==> config.mk <==
export PLATFORM = sky130hd
export DESIGN_NAME = rs_15_11_encoder_flat
export DESIGN_NICKNAME = d
export VERILOG_FILES = /design/src/rtl/rs_15_11_encoder_if.sv /design/src/rtl/rs_15_11_encoder.sv /design/src/flat_wrapper.sv
export SDC_FILE = /design/constraint.sdc
export NUM_CORES = 1
export LEC_CHECK = 0
export BUFFER_PORTS_ARGS = -buffer_cell sky130_fd_sc_hd__buf_2
export CAP_MARGIN = 10
export CORE_MARGIN = 2
export CORE_UTILIZATION = 45
export CTS_BUF_LIST = sky130_fd_sc_hd__clkbuf_8
export DETAILED_ROUTE_END_ITERATION = 16
export PLACE_DENSITY = 0.63
export SETUP_SLACK_MARGIN = 0.02
export SYNTH_ARGS = -nofsm -noshare
export SYNTH_HDL_FRONTEND = slang
export SYNTH_SLANG_ARGS = --single-unit
==> constraint.sdc <==
create_clock -name CLK -period 4.1 [get_ports CLK]
set_input_delay 0.82 -clock CLK [delete_from_list [all_inputs] [get_ports CLK]]
set_output_delay 0.82 -clock CLK [all_outputs]
set_load 0.02 [all_outputs]
==> src/rtl/rs_15_11_encoder_if.sv <==
// rs_15_11_encoder_if: message-in / codeword-out symbol streams of the RS(15,11) encoder.
`default_nettype none

interface rs_15_11_encoder_if;
  logic       in_valid;
  logic [3:0] in_data;
  logic       in_ready;
  logic       out_valid;
  logic [3:0] out_data;
  logic       out_last;
  logic       out_ready;

  modport master (
    output in_valid, in_data, out_ready,
    input  in_ready, out_valid, out_data, out_last
  );

  modport slave (
    input  in_valid, in_data, out_ready,
    output in_ready, out_valid, out_data, out_last
  );
endinterface

`default_nettype wire

==> src/rtl/rs_15_11_encoder.sv <==
// ============================================================================
// Module : rs_15_11_encoder
// Brief  : Systematic RS(15,11) encoder over GF(16); optional RS_ERR_INJECT_EN
//          adds a per-codeword single-symbol error injector on the output.
// Rev    : 1.0  initial release
// ============================================================================
`default_nettype none

module rs_15_11_encoder (
  input  wire logic       CLK,
  input  wire logic       RST_N,
`ifdef RS_ERR_INJECT_EN
  input  wire logic       ERR_EN,
  input  wire logic [3:0] ERR_POS,
  input  wire logic [3:0] ERR_MASK,
`endif
  rs_15_11_encoder_if.slave bus
);

  localparam logic [3:0] c_G3    = 4'd15;
  localparam logic [3:0] c_G2    = 4'd3;
  localparam logic [3:0] c_G1    = 4'd1;
  localparam logic [3:0] c_G0    = 4'd12;
  localparam logic [3:0] c_K_LST = 4'd10;

  typedef enum logic [0:0] {
    S_MSG    = 1'b0,
    S_PARITY = 1'b1
  } state_t;

  // Multiply modulo x^4 + x + 1 (x^4 folds back to x + 1).
  function automatic logic [3:0] gf_mul(input logic [3:0] a, input logic [3:0] b);
    logic [3:0] p;
    logic [3:0] t;
    p = 4'h0;
    t = a;
    for (int i = 0; i < 4; i++) begin
      if (b[i]) p = p ^ t;
      t = {t[2:0], 1'b0} ^ (t[3] ? 4'h3 : 4'h0);
    end
    return p;
  endfunction

  state_t     r_state;
  logic [3:0] r_cnt;
  logic [1:0] r_pcnt;
  logic [3:0] r_par0, r_par1, r_par2, r_par3;
  logic       r_out_valid;
  logic [3:0] r_out_data;
  logic       r_out_last;

  logic       w_adv;
  logic       w_in_ready;
  logic       w_in_fire;
  logic [3:0] w_fb;
  logic [3:0] w_corrupt;

  assign w_adv      = !r_out_valid || bus.out_ready;
  assign w_in_ready = RST_N && (r_state == S_MSG) && w_adv;
  assign w_in_fire  = bus.in_valid && w_in_ready;
  assign w_fb       = bus.in_data ^ r_par3;

`ifdef RS_ERR_INJECT_EN
  logic       r_err_en;
  logic [3:0] r_err_pos;
  logic [3:0] r_err_mask;
  logic       w_first;
  logic       w_err_en;
  logic [3:0] w_err_pos;
  logic [3:0] w_err_mask;
  logic [3:0] w_idx;

  // Controls are live on the codeword's first symbol, then come from the capture.
  assign w_first    = (r_state == S_MSG) && (r_cnt == 4'd0);
  assign w_err_en   = w_first ? ERR_EN   : r_err_en;
  assign w_err_pos  = w_first ? ERR_POS  : r_err_pos;
  assign w_err_mask = w_first ? ERR_MASK : r_err_mask;
  assign w_idx      = (r_state == S_MSG) ? r_cnt : (4'd11 + {2'b00, r_pcnt});
  assign w_corrupt  = (w_err_en && (w_err_pos == w_idx)) ? w_err_mask : 4'h0;

  always_ff @(posedge CLK or negedge RST_N) begin
    if (!RST_N) begin
      r_err_en   <= 1'b0;
      r_err_pos  <= 4'h0;
      r_err_mask <= 4'h0;
    end else if (w_in_fire && w_first) begin
      r_err_en   <= ERR_EN;
      r_err_pos  <= ERR_POS;
      r_err_mask <= ERR_MASK;
    end
  end
`else
  assign w_corrupt = 4'h0;
`endif

  always_ff @(posedge CLK or negedge RST_N) begin
    if (!RST_N) begin
      r_state     <= S_MSG;
      r_cnt       <= 4'd0;
      r_pcnt      <= 2'd0;
      r_par0      <= 4'h0;
      r_par1      <= 4'h0;
      r_par2      <= 4'h0;
      r_par3      <= 4'h0;
      r_out_valid <= 1'b0;
      r_out_data  <= 4'h0;
      r_out_last  <= 1'b0;
    end else begin
      case (r_state)
        S_MSG: begin
          if (w_in_fire) begin
            r_out_data  <= bus.in_data ^ w_corrupt;
            r_out_valid <= 1'b1;
            r_out_last  <= 1'b0;
            // LFSR always divides the clean message, never the injected copy.
            r_par3      <= r_par2 ^ gf_mul(w_fb, c_G3);
            r_par2      <= r_par1 ^ gf_mul(w_fb, c_G2);
            r_par1      <= r_par0 ^ gf_mul(w_fb, c_G1);
            r_par0      <= gf_mul(w_fb, c_G0);
            if (r_cnt == c_K_LST) begin
              r_cnt   <= 4'd0;
              r_state <= S_PARITY;
            end else begin
              r_cnt <= r_cnt + 4'd1;
            end
          end else if (w_adv) begin
            r_out_valid <= 1'b0;
          end
        end
        S_PARITY: begin
          if (w_adv) begin
            r_out_data  <= r_par3 ^ w_corrupt;
            r_out_valid <= 1'b1;
            r_out_last  <= (r_pcnt == 2'd3);
            r_par3      <= r_par2;
            r_par2      <= r_par1;
            r_par1      <= r_par0;
            r_par0      <= 4'h0;
            if (r_pcnt == 2'd3) begin
              r_pcnt  <= 2'd0;
              r_state <= S_MSG;
            end else begin
              r_pcnt <= r_pcnt + 2'd1;
            end
          end
        end
        default: r_state <= S_MSG;
      endcase
    end
  end

  assign bus.in_ready  = w_in_ready;
  assign bus.out_valid = r_out_valid;
  assign bus.out_data  = r_out_data;
  assign bus.out_last  = r_out_last;

endmodule

`default_nettype wire
==> src/flat_wrapper.sv <==
// flat-port wrapper written by rule: the top's interface ports become plain ports
module rs_15_11_encoder_flat 
  (CLK, RST_N, bus_in_valid, bus_in_data, bus_out_ready, bus_in_ready, bus_out_valid, bus_out_data, bus_out_last);
  rs_15_11_encoder_if bus_i ();
  input  wire logic CLK;
  input  wire logic RST_N;
  input wire logic [$bits(bus_i.in_valid)-1:0] bus_in_valid;
  input wire logic [$bits(bus_i.in_data)-1:0] bus_in_data;
  input wire logic [$bits(bus_i.out_ready)-1:0] bus_out_ready;
  output wire logic [$bits(bus_i.in_ready)-1:0] bus_in_ready;
  output wire logic [$bits(bus_i.out_valid)-1:0] bus_out_valid;
  output wire logic [$bits(bus_i.out_data)-1:0] bus_out_data;
  output wire logic [$bits(bus_i.out_last)-1:0] bus_out_last;
  assign bus_i.in_valid = bus_in_valid;
  assign bus_i.in_data = bus_in_data;
  assign bus_i.out_ready = bus_out_ready;
  assign bus_in_ready = bus_i.in_ready;
  assign bus_out_valid = bus_i.out_valid;
  assign bus_out_data = bus_i.out_data;
  assign bus_out_last = bus_i.out_last;
  rs_15_11_encoder u_core (.CLK(CLK), .RST_N(RST_N), .bus(bus_i));
endmodule
Yosys cells after proc, flatten, opt, wreduce, memory -nomap -nowiden
Index checks and enable logic that the tools add are counted.
{ "totals": {"regBits": 29, "in_bits": 8, "wordCells": 80} }
{ "classes": {"n_reduce_logical": 9, "mux": 42, "add_sub_neg": 2, "eq_ne": 5, "bitwise_logic": 12} }
{ "ops": {"columns": ["cell", "n"], "rows": [
  ["$mux 4", 21],
  ["$xor 4x4->4", 11],
  ["$pmux 4 s2", 5],
  ["$mux 1", 9],
  ["$mux 2", 4],
  ["$reduce_and 2->1", 4],
  ["$pmux 1 s2", 3],
  ["$add 4x1->4 const B", 1],
  ["$eq 4x4->1 const B", 1],
  ["$logic_and 1x1->1", 3],
  ["$ne 3x1->1 const B", 1],
  ["$add 2x1->2 const B", 1],
  ["$eq 2x2->1 const B", 1],
  ["$ne 2x1->1 const B", 1],
  ["$ne 2x2->1 const B", 1],
  ["$logic_not 1->1", 1],
  ["$logic_or 1x1->1", 1],
  ["$not 1->1", 1]
]} }

Longest topological paths before layout
{ "depth": {"depth_word": 18, "ltp_mapped": 5, "ltp_nobuf": 5} }

Least setup slack after synthesis
No wires, ideal clock.
{ "synth_timing": {"path_type": "input port to output port", "startpoint": "input port bus_out_ready", "endpoint": "output port bus_in_ready", "cell_stages": 3, "arrival_ns": 1.250, "path_slack_ns": 2.030, "path_cell_list": "nor2b_1 > nor2_1 > and2_1"} }
{ "synth_between": {"elab_chain_cells": 2} }
{ "synth_rtl": {"columns": ["item", "line", "text"], "rows": [
  ["from (decl)", "flat_wrapper.sv:9", "input wire logic [$bits(bus_i.out_ready)-1:0] bus_out_ready;"],
  ["$logic_or 1x1->1", "rs_15_11_encoder.sv:58", "assign w_adv = !r_out_valid || bus.out_ready;"],
  ["$logic_and 1x1->1", "rs_15_11_encoder.sv:59", "assign w_in_ready = RST_N && (r_state == S_MSG) && w_adv;"],
  ["to (decl)", "flat_wrapper.sv:10", "output wire logic [$bits(bus_i.in_ready)-1:0] bus_in_ready;"]
]} }
Every way passes these cells.

Final worst setup path
{ "layout_timing": {"startpoint": "input port RST_N", "endpoint": "output port bus_in_ready"} }
{ "layout_between": {"elab_chain_cells": 2} }
{ "layout_rtl": {"columns": ["item", "line", "text"], "rows": [
  ["from (decl)", "flat_wrapper.sv:6", "input wire logic RST_N;"],
  ["$logic_and 1x1->1 (2 in a row)", "rs_15_11_encoder.sv:59", null]
]} }
Every way passes these cells.

==> metrics.md <==
| Metric | Value |
|---|---|
| Largest net degree at the start of global routing | 34 |
| Max Transition Viols Final | 0 |
| GRT Total Usage | about 17% |
| Worst slack at placement | 1.49 ns |
| Clock Sinks | 29 |
| Syn Area/Cell | 9.92 sq um |
| Crit. Startpoint | RST_N |
| Vias in the first global route | 1061 |
| Crit path DAT | around 1.7 ns |
| Final Total Pwr | ~1.5 mW |
| Layout area overhead | 13.7% |
| Reg2reg end | u_core.r_cnt[3] |
| Worst-skew pair later-pin latency | ~0.28 ns |
| Hold EP | u_core.bus.out_data[0] |
| Fin crit period | about 2.5 ns |
| Number of fill cells | 326 |
| Setup tns final | 0 ns |
| Maximum vdd ir drop | 0.319 mV |
| Setup ws final | approximately 1.6 ns |
| CP Max Fanout | 32 |
| Vias/cell | 5.02 |
| Post-layout util | between 50% and 60% |
| Design Area, Final | ~1700 sq um |
| RSZ-0062 raised after global routing | false |
| Routed Antenna Nets | 0 |
| Hold WC Path Type | reg2reg |
| Number of distinct library cells after synthesis | 30 |
| Gr ovfl total | 0 |
| Via Count | about 1100 |
| Hold Path Depth | 2 |
| Max-Cap Viols | 0 |
| Detailed-router iteration count before antenna repair | 4 |
| Flops & latches, synth | 29 |
| Post-DP HPWL | 1850 microns |
| CTS clk-pin slew, worst paths | 0.06 ns |
| Die Span Y | between 60 and 70 microns |
| IO Port Bufs | 14 |
| Number of diodes | 0 |
| Placed inst area | between 1500 and 2000 sq um |
| Leakage power | ~0.77 nW |
| Root buf cell | clkbuf_8 |
| Fmax | 393 MHz |
| Seq/Total Area, Yosys | approximately half |
| Run status | finished clean |
| Detailed-route DRC error count | 0 |
| Io pins | 15 |
| Post-Syn Instances | about 150 |
| Flop-to-flop setup slack | 2.20 ns |
| Core Region | between 3000 and 4000 sq um |
| CTS Hold Bufs | 0 |
| Placed instance count | 208 |
| Power per cell area | just under 900 nW/um^2 |
| Maximum buffer depth of the clock tree | 2 |
| Reg2reg start | u_core.r_state |
| Syn_nets | around 160 |
| Crit Path Category | in2out |
| Relative slew slack | between 40% and 50% |
| Cts repair resizes | 0 |
| Layout cells sized above 1 | between 15 and 20% |
| Worst slew pin tran | roughly 0.84 ns |
| DIE AREA | roughly 3800 sq um |
| CTS Buf Count | 5 |
| H-Tree Depth | 2 |
| YS warnings | 0 |
| Routability cong. | 0.809 |
| Hold Startpoint | u_core.bus.out_data[0] |
| Initial antenna violation count | 0 |
| Initial core utilization | between 40% and 50% |
| Critical Path Start Type | primary input |
| Routed WL | about 2700 microns |
| CP Capture Type | primary output |
| Crit path required time | between 3 and 4 ns |
| Setup Fix Bufs, Post-CTS | 0 |
| Site row count | 21 |
| Clk_skew | roughly 0.0017 ns |
| Fin crit share | just over 60% |
| CTS tree | done |
| Final setup vio count | 0 |
| Nets | ~180 |
| Worst reg2reg path depth | 4 |
| Drt wl/cell | 12.5 microns |
| Iteration-0 DRC Markers | 31 |
| Mapped cell area | between 1500 and 2000 sq um |
| Non-Filler Instances | about 220 |
| Final Hold Viols | 0 |
| Die W | approximately 62 microns |
| Global-route wire length before repair | 4570 microns |
| Hold WS | approximately 0.48 ns |
-- logic make-up after synthesis --
kind of cell,synth area share (%)
flip-flops,48.1
AND/OR/NAND/NOR,15.4
AO/OA/AOI/OAI,11.8
multiplexers,4.07
XOR/XNOR,18.0
adder cells (fa/ha/maj),0.830
buffers and inverters,1.74
-- state kept, by name, indices dropped and copies added, names as in the netlist --
signal	flops
u_core.bus.out_data	4
u_core.r_cnt	4
u_core.r_par0	4
u_core.r_par1	4
u_core.r_par2	4
u_core.r_par3	4
u_core.r_pcnt	2
u_core.bus.out_last	1
u_core.bus.out_valid	1
u_core.r_state	1
-- power breakdown --
group,internal (mW),switching (mW)
Sequential,0.419,0.132
Combinational,0.366,0.371
Clock,0.130,0.103
Total,0.916,0.605
-- Yosys cell counts (all sizes together) --
library cell | number | area (sq um)
nand3 | 4 | 20.0
a32o | 1 | 10.0
inv | 2 | 7.51
xnor2 | 22 | 249
nor2 | 11 | 41.3
nor3 | 3 | 15.0
xnor3 | 1 | 22.5
and2 | 3 | 18.8
o22ai | 1 | 6.26
a21oi | 2 | 10.0
o41ai | 1 | 8.76
or3 | 1 | 6.26
dfrtp | 29 | 726
buf | 1 | 3.75
mux2i | 5 | 50.1
o31ai | 1 | 7.51
o21ai | 20 | 100
nand2b | 1 | 6.26
nand2 | 30 | 113
o211ai | 1 | 7.51
nor2b | 2 | 12.5
mux2 | 1 | 11.3
ha | 1 | 12.5
o21a | 1 | 7.51
a21o | 1 | 7.51
a31oi | 2 | 12.5
clkbuf | 4 | 15.0
-- layout make-up --
type	count	area, sq um	area share, %
flip-flops and latches	29	726	42.3
inverters	2	7.51	0.438
clock inverters	1	3.75	0.219
repair buffers	15	77.6	4.53
multi-input cells	116	759	44.3
clock buffers	6	82.6	4.82
well taps	46	57.6	3.36
-- routing by layer --
layer / wire length, microns / up-vias / global-route usage, %
met5: 0 / - / 0
met4: 66 / 0 / 10.0
met3: 80 / 8 / 3.73
met2: 1300 / 13 / 28.0
met1: 1240 / 509 / 19.5
li1: - / 549 / -
-- layout by cell type, fill, tap and decap left out --
cell,synthesis,final
or3_1,1,1
o21ai_2,0,1
nand3_1,4,4
o41ai_1,1,1
nand2_1,30,30
inv_1,2,3
nor2b_1,2,2
xnor2_2,5,5
and2_1,3,3
o211ai_1,1,1
o31ai_1,1,1
nand2b_1,1,1
o21a_1,1,1
a21o_1,1,1
mux2_2,1,1
buf_4,0,1
nor2_1,11,11
ha_1,1,1
a31oi_1,2,2
buf_2,0,14
dfrtp_1,29,29
o21ai_0,19,19
a32o_1,1,1
clkbuf_8,0,6
nor3_1,3,3
mux2i_1,5,5
xnor3_1,1,1
xnor2_4,1,1
a21oi_1,2,2
o22ai_1,1,1
xnor2_1,16,16
-- worst max-delay path, stage by stage --
cell and delay [ns]:
buf_2 0.52, and2_1 0.21, buf_2 0.16
-- worst max-delay path by stage --
stage,cells past startpoint,slack [ns],end
6_report,3,1.56,bus_in_ready
5_1_grt,3,1.39,bus_in_ready
4_1_cts,3,1.52,bus_in_ready
3_5_place_dp,6,1.49,u_core.r_par2[1]
3_3_place_gp,3,1.53,bus_in_ready
2_1_floorplan,3,2.03,bus_in_ready
No activity file was read; power rests on OpenSTA's default activity.
